### config.mk
export PLATFORM = sky130hd
export DESIGN_NAME = mux_arb_pipe
export DESIGN_NICKNAME = d
export VERILOG_FILES = /design/src/rtl/mux_pkg.sv /design/src/rtl/rr_arbiter.sv /design/src/rtl/mux_arb_pipe.sv
export SDC_FILE = /design/constraint.sdc
export NUM_CORES = 1
export LEC_CHECK = 0
export ABC_AREA = 1
export CAP_MARGIN = 25
export CORE_MARGIN = 8
export CORE_UTILIZATION = 43
export DETAILED_ROUTE_END_ITERATION = 16
export PLACE_DENSITY = 0.88
export SETUP_SLACK_MARGIN = 0.2
export SYNTH_ARGS = -nofsm -noshare
export SYNTH_HDL_FRONTEND = slang
export SYNTH_SLANG_ARGS = --single-unit
### constraint.sdc
create_clock -name clk -period 7.2 [get_ports clk]
set_input_delay 1.08 -clock clk [delete_from_list [all_inputs] [get_ports clk]]
set_output_delay 1.08 -clock clk [all_outputs]
set_load 0.02 [all_outputs]
### src/rtl/mux_pkg.sv
// Shared constants and helpers for the multi-channel arbitrated output mux.
//   DEFAULT_WIDTH / DEFAULT_NUM_CH : default data width and channel count
//   clog2_min1                     : ceil-log2 that never returns less than 1
//   mode_e                         : encoding of the rr_en pin
package mux_pkg;

    localparam int unsigned DEFAULT_WIDTH  = 32;
    localparam int unsigned DEFAULT_NUM_CH = 4;

    // A 2-channel mux still needs a 1-bit select, so clamp at 1.
    function automatic int unsigned clog2_min1(input int unsigned n);
        return (n <= 2) ? 1 : $clog2(n);
    endfunction

    typedef enum logic {
        MODE_FIXED = 1'b0,
        MODE_RR    = 1'b1
    } mode_e;

endpackage

### src/rtl/rr_arbiter.sv
// Combinational rotate-priority arbiter.
//   req  : per-channel requests
//   last : index of the most recently granted channel; search starts at last+1
//   en   : when low no grant is produced
//   gnt  : one-hot (or zero) grant
module rr_arbiter
    import mux_pkg::*;
#(
    parameter int unsigned NUM_CH = DEFAULT_NUM_CH,
    localparam int unsigned SEL_W = clog2_min1(NUM_CH)
) (
    input  logic [NUM_CH-1:0] req,
    input  logic [SEL_W-1:0]  last,
    input  logic              en,
    output logic [NUM_CH-1:0] gnt
);

    logic             found;
    logic [SEL_W-1:0] idx;

    // Walk last+1 .. last+NUM_CH (mod NUM_CH); the channel at last comes last.
    always_comb begin
        gnt   = '0;
        found = 1'b0;
        idx   = '0;
        for (int unsigned k = 1; k <= NUM_CH; k++) begin
            idx = SEL_W'((32'(last) + k) % NUM_CH);
            if (en && !found && req[idx]) begin
                gnt[idx] = 1'b1;
                found    = 1'b1;
            end
        end
    end

endmodule

### src/rtl/mux_arb_pipe.sv
// NUM_CH-to-1 arbitrated mux with a one-entry registered output stage.
//   clk, rst_n          : clock, asynchronous active-low reset
//   in_valid/in_ready   : per-channel handshake, in_ready is one-hot or zero
//   in_data             : channel i at bits [i*WIDTH +: WIDTH]
//   rr_en, sel          : round-robin enable, fixed channel index when rr_en=0
//   out_valid/out_ready : output handshake
//   out_data, out_ch    : registered beat and the channel it came from
module mux_arb_pipe
    import mux_pkg::*;
#(
    parameter int unsigned WIDTH  = DEFAULT_WIDTH,
    parameter int unsigned NUM_CH = DEFAULT_NUM_CH,
    localparam int unsigned SEL_W = clog2_min1(NUM_CH)
) (
    input  logic                    clk,
    input  logic                    rst_n,
    input  logic [NUM_CH-1:0]       in_valid,
    input  logic [NUM_CH*WIDTH-1:0] in_data,
    output logic [NUM_CH-1:0]       in_ready,
    input  logic                    rr_en,
    input  logic [SEL_W-1:0]        sel,
    output logic                    out_valid,
    input  logic                    out_ready,
    output logic [WIDTH-1:0]        out_data,
    output logic [SEL_W-1:0]        out_ch
);

    mode_e             mode;
    logic              load_en;
    logic              xfer;
    logic [NUM_CH-1:0] rr_gnt;
    logic [NUM_CH-1:0] fix_gnt;
    logic [NUM_CH-1:0] gnt;
    logic [SEL_W-1:0]  gnt_idx;
    logic [WIDTH-1:0]  gnt_data;

    logic              out_valid_q, out_valid_d;
    logic [WIDTH-1:0]  out_data_q,  out_data_d;
    logic [SEL_W-1:0]  out_ch_q,    out_ch_d;
    logic [SEL_W-1:0]  last_q,      last_d;

    assign mode    = mode_e'(rr_en);
    assign load_en = !out_valid_q || out_ready;

    rr_arbiter #(
        .NUM_CH (NUM_CH)
    ) u_rr_arbiter (
        .req  (in_valid),
        .last (last_q),
        .en   (mode == MODE_RR),
        .gnt  (rr_gnt)
    );

    // Compare against every legal index so an out-of-range sel simply matches nothing.
    always_comb begin
        fix_gnt = '0;
        for (int unsigned i = 0; i < NUM_CH; i++) begin
            if (32'(sel) == i && in_valid[i]) begin
                fix_gnt[i] = 1'b1;
            end
        end
    end

    assign gnt      = (mode == MODE_RR) ? rr_gnt : fix_gnt;
    assign in_ready = gnt & {NUM_CH{load_en}};
    // Grants only ever go to valid channels, so any ready is a transfer.
    assign xfer     = |in_ready;

    always_comb begin
        gnt_idx  = '0;
        gnt_data = '0;
        for (int unsigned i = 0; i < NUM_CH; i++) begin
            if (gnt[i]) begin
                gnt_idx  = SEL_W'(i);
                gnt_data = in_data[i*WIDTH +: WIDTH];
            end
        end
    end

    always_comb begin
        out_valid_d = out_valid_q;
        out_data_d  = out_data_q;
        out_ch_d    = out_ch_q;
        last_d      = last_q;
        if (load_en) begin
            out_valid_d = xfer;
            if (xfer) begin
                out_data_d = gnt_data;
                out_ch_d   = gnt_idx;
            end
        end
        if (xfer && mode == MODE_RR) begin
            last_d = gnt_idx;
        end
    end

    always_ff @(posedge clk or negedge rst_n) begin
        if (!rst_n) begin
            out_valid_q <= 1'b0;
            out_data_q  <= '0;
            out_ch_q    <= '0;
            last_q      <= SEL_W'(NUM_CH - 1);
        end else begin
            out_valid_q <= out_valid_d;
            out_data_q  <= out_data_d;
            out_ch_q    <= out_ch_d;
            last_q      <= last_d;
        end
    end

    assign out_valid = out_valid_q;
    assign out_data  = out_data_q;
    assign out_ch    = out_ch_q;

endmodule
==> impl_metrics.toml <==
[setup_path]
crit_fanout = 35
critical-path-max-stage-delay_ns = 0.60
critPathBufInv = 3
ff2ff_path_depth = 15
r2r_start = "last_q[1]"
critPathArrivalTime_ns = 3.58
critPathMostFrequentCell = "nand2_1"
endpoint_kind = "output port"
cp.required_ns = 6.12
crit_family = "simple AND/OR/NAND/NOR gates"
cp_cell_sequence = "clkdlybuf4s50_1 -> nand2_1 -> nand2_1 -> nand2_1 -> nand2_1 -> nor2_1 -> nand3_1 -> nand4_4 -> nand2_1 -> inv_1 -> clkdlybuf4s50_1"
r2r_slack_ns = 3.10
cp_slowest_cell = "clkdlybuf4s50_1"
start_kind = "input port"
path_class = "in -> out"
r2r-end = "out_data[1]"

[yosys]
syn_inst = 544
synth_seq_area_share_pct = 29.1
ys_types = 25
ys_ff_latch = 37
synthesis.nets = 690
avgSynthCellArea_um2 = 5.87
yosysWarnings = 0
synth_flop_cell = "dfrtp_1"
postSynth.asyncResetShare_pct = 100
synth_edf_count = 0
syn_area_um2 = 3190

[routing]
wl_um = 12200
drt_iter0_drc = 142
post-route-drc-count = 0
routedWlPerCell_um = 15.2
firstDrtPassIters = 5
ant_nets = 0
vias_per_cell = 4.98
vias = 4005

[clock_tree]
clk_path_buf_depth = 2
ctsResizeCount = 0
h-tree-depth = 2
post-cts-setup-buffer-count = 0
clk_latency_ns = 0.29
cts_made_buffers = 5
cts_root_buffer = "clkbuf_8"
cts_hold_buf = 0
cts_tree = "done"
cts_sinks = 37
cts.clk_slew.worst_paths_ns = 0.07

[sta]
layout_setup_ws_ns = 2.54
finalSetupViolCount = 0
report.final.hold_viol_count = 0
hold_ws_ns = 0.478
final_max_slew_viol_count = 0
finalClockSkew_ns = 0.00548
timing.final.crit_share_pct = 64.8
final.min_clock_period_ns = 4.66
tns_ns = 0
worst_slew_pin_slew_ns = 1.03
slew_headroom_pct = 31.4
rsz0062_at_grt = "false"
max_freq_mhz = 214

[flow_run]
max_cap_violations = 0

[hold_path]
min_delay_path_depth = 2
min_to = "out_data[21]"
hp-start = "out_data[21]"
hold_class = "reg -> reg"

[cells_and_area]
diodes = 0
nNetsFinal = 850
fin_area_um2 = 5090
final_common_cell = "nand2_1"
layout_common_cells = "nand2_1 (178), clkdlybuf4s50_1 (175), nor2_1 (100)"
area_growth_pct = 59.6
fin_util_pct = 70.6
drive_gt1_share_pct = 3.83
fillers = 616

[placed_design]
globalplace.congestion = 0.921
placed_area_um2 = 4970
hpwl_um = 9440
place_ws_ns = 2.59
port_buffers = 176

[global_routing]
first_global_vias = 4033
antenna_found_initial = 0
met2_usage_pct = 43.3
met1_usage_pct = 25.3
overflow = 0
grt_max_degree = 68
grt_util_met3_pct = 5.18
grt_usage_pct = 22.9
grt_pass1_wl_um = 19000
grt_busiest_layer = "met2"

[die]
initial_utilization_pct = 44.2
die-height_um = 102
coreArea_um2 = 7210
ios = 177
die-area_um2 = 10400
die_w_um = 102
rows = 31

[power]
p_per_area_nw_per_um2 = 389
peakVddDrop_mv = 0.237
static-leakage-power_nw = 2.54

[status]
status = "completed"
metrics by stage:
step,cells,power [mW]
after floorplan,544,1.33
after global placement,795,1.74
after detailed placement,796,1.79
after CTS,804,1.98
after global routing,804,2.16
final,804,1.98
kinds of logic after synthesis:
| group | share of synthesized area (%) |
|---|---|
| AO/OA/AOI/OAI | 5.49 |
| adder cells (fa/ha/maj) | 3.14 |
| buffers and inverters | 11.5 |
| flip-flops | 29.1 |
| AND/OR/NAND/NOR | 50.8 |
state kept, by name, indices dropped and copies added, names as in the netlist:
name / cells
out_data: 32
last_q: 2
out_ch: 2
out_valid: 1
where the power goes:
group,switching (mW),total (mW),leakage (nW),internal [mW]
sequential,0.0612,0.370,0.466,0.309
clock,0.0782,0.191,0.0585,0.113
combinational,0.888,1.42,2.02,0.531
total,1.03,1.98,2.54,0.954
Yosys cell counts, types with 2 or more instances:
library cell  instances  area share (%)
clkbuf_1              4            0.47
nand4_1               7             1.4
dfstp_2               2             1.6
nand2_1             178              21
nor2_2                2            0.39
a21oi_1              32             5.0
nand3_1              87              14
o21ai_1               2            0.31
clkinv_1              3            0.35
dfrtp_1              35              27
inv_1                48             5.6
ha_1                  8             3.1
nor2_1              100              12
inv_2                 4            0.47
buf_2                19             3.0
buf_6                 4             1.4
how the worst max path moves through the flow:
stage	startpoint	to	slack [ns]	cells past startpoint
floorplan	in_valid[2]	in_ready[1]	4.08	9
global placement	in_valid[2]	in_ready[1]	2.66	11
detailed placement	in_valid[3]	in_ready[1]	2.59	11
CTS	in_valid[3]	in_ready[1]	2.58	11
global route	in_valid[2]	in_ready[1]	2.34	11
finish	in_valid[3]	in_ready[1]	2.54	11
layout make-up:
class	count	area [um2]	area share [%]
repair buffers	181	1810	35.6
clock inverters	1	30.0	0.590
well taps	99	124	2.43
clock buffers	7	86.3	1.70
flip-flops and latches	37	928	18.2
multi-input cells	424	1900	37.4
inverters	55	206	4.06
metal layers:
layer	wire, um	vias to the layer above	part of all wire [%]
li1	-	2024	-
met1	4760	1808	39
met2	6260	157	51
met3	998	16	8.2
met4	161	0	1.3
met5	0	-	0
tightest hold or removal path: cells and delay by family (launching register included):
kind             cells  cell delay, ns
flip-flops           1            0.34
AND/OR/NAND/NOR      2            0.10
No activity file was read; power rests on OpenSTA's default activity.
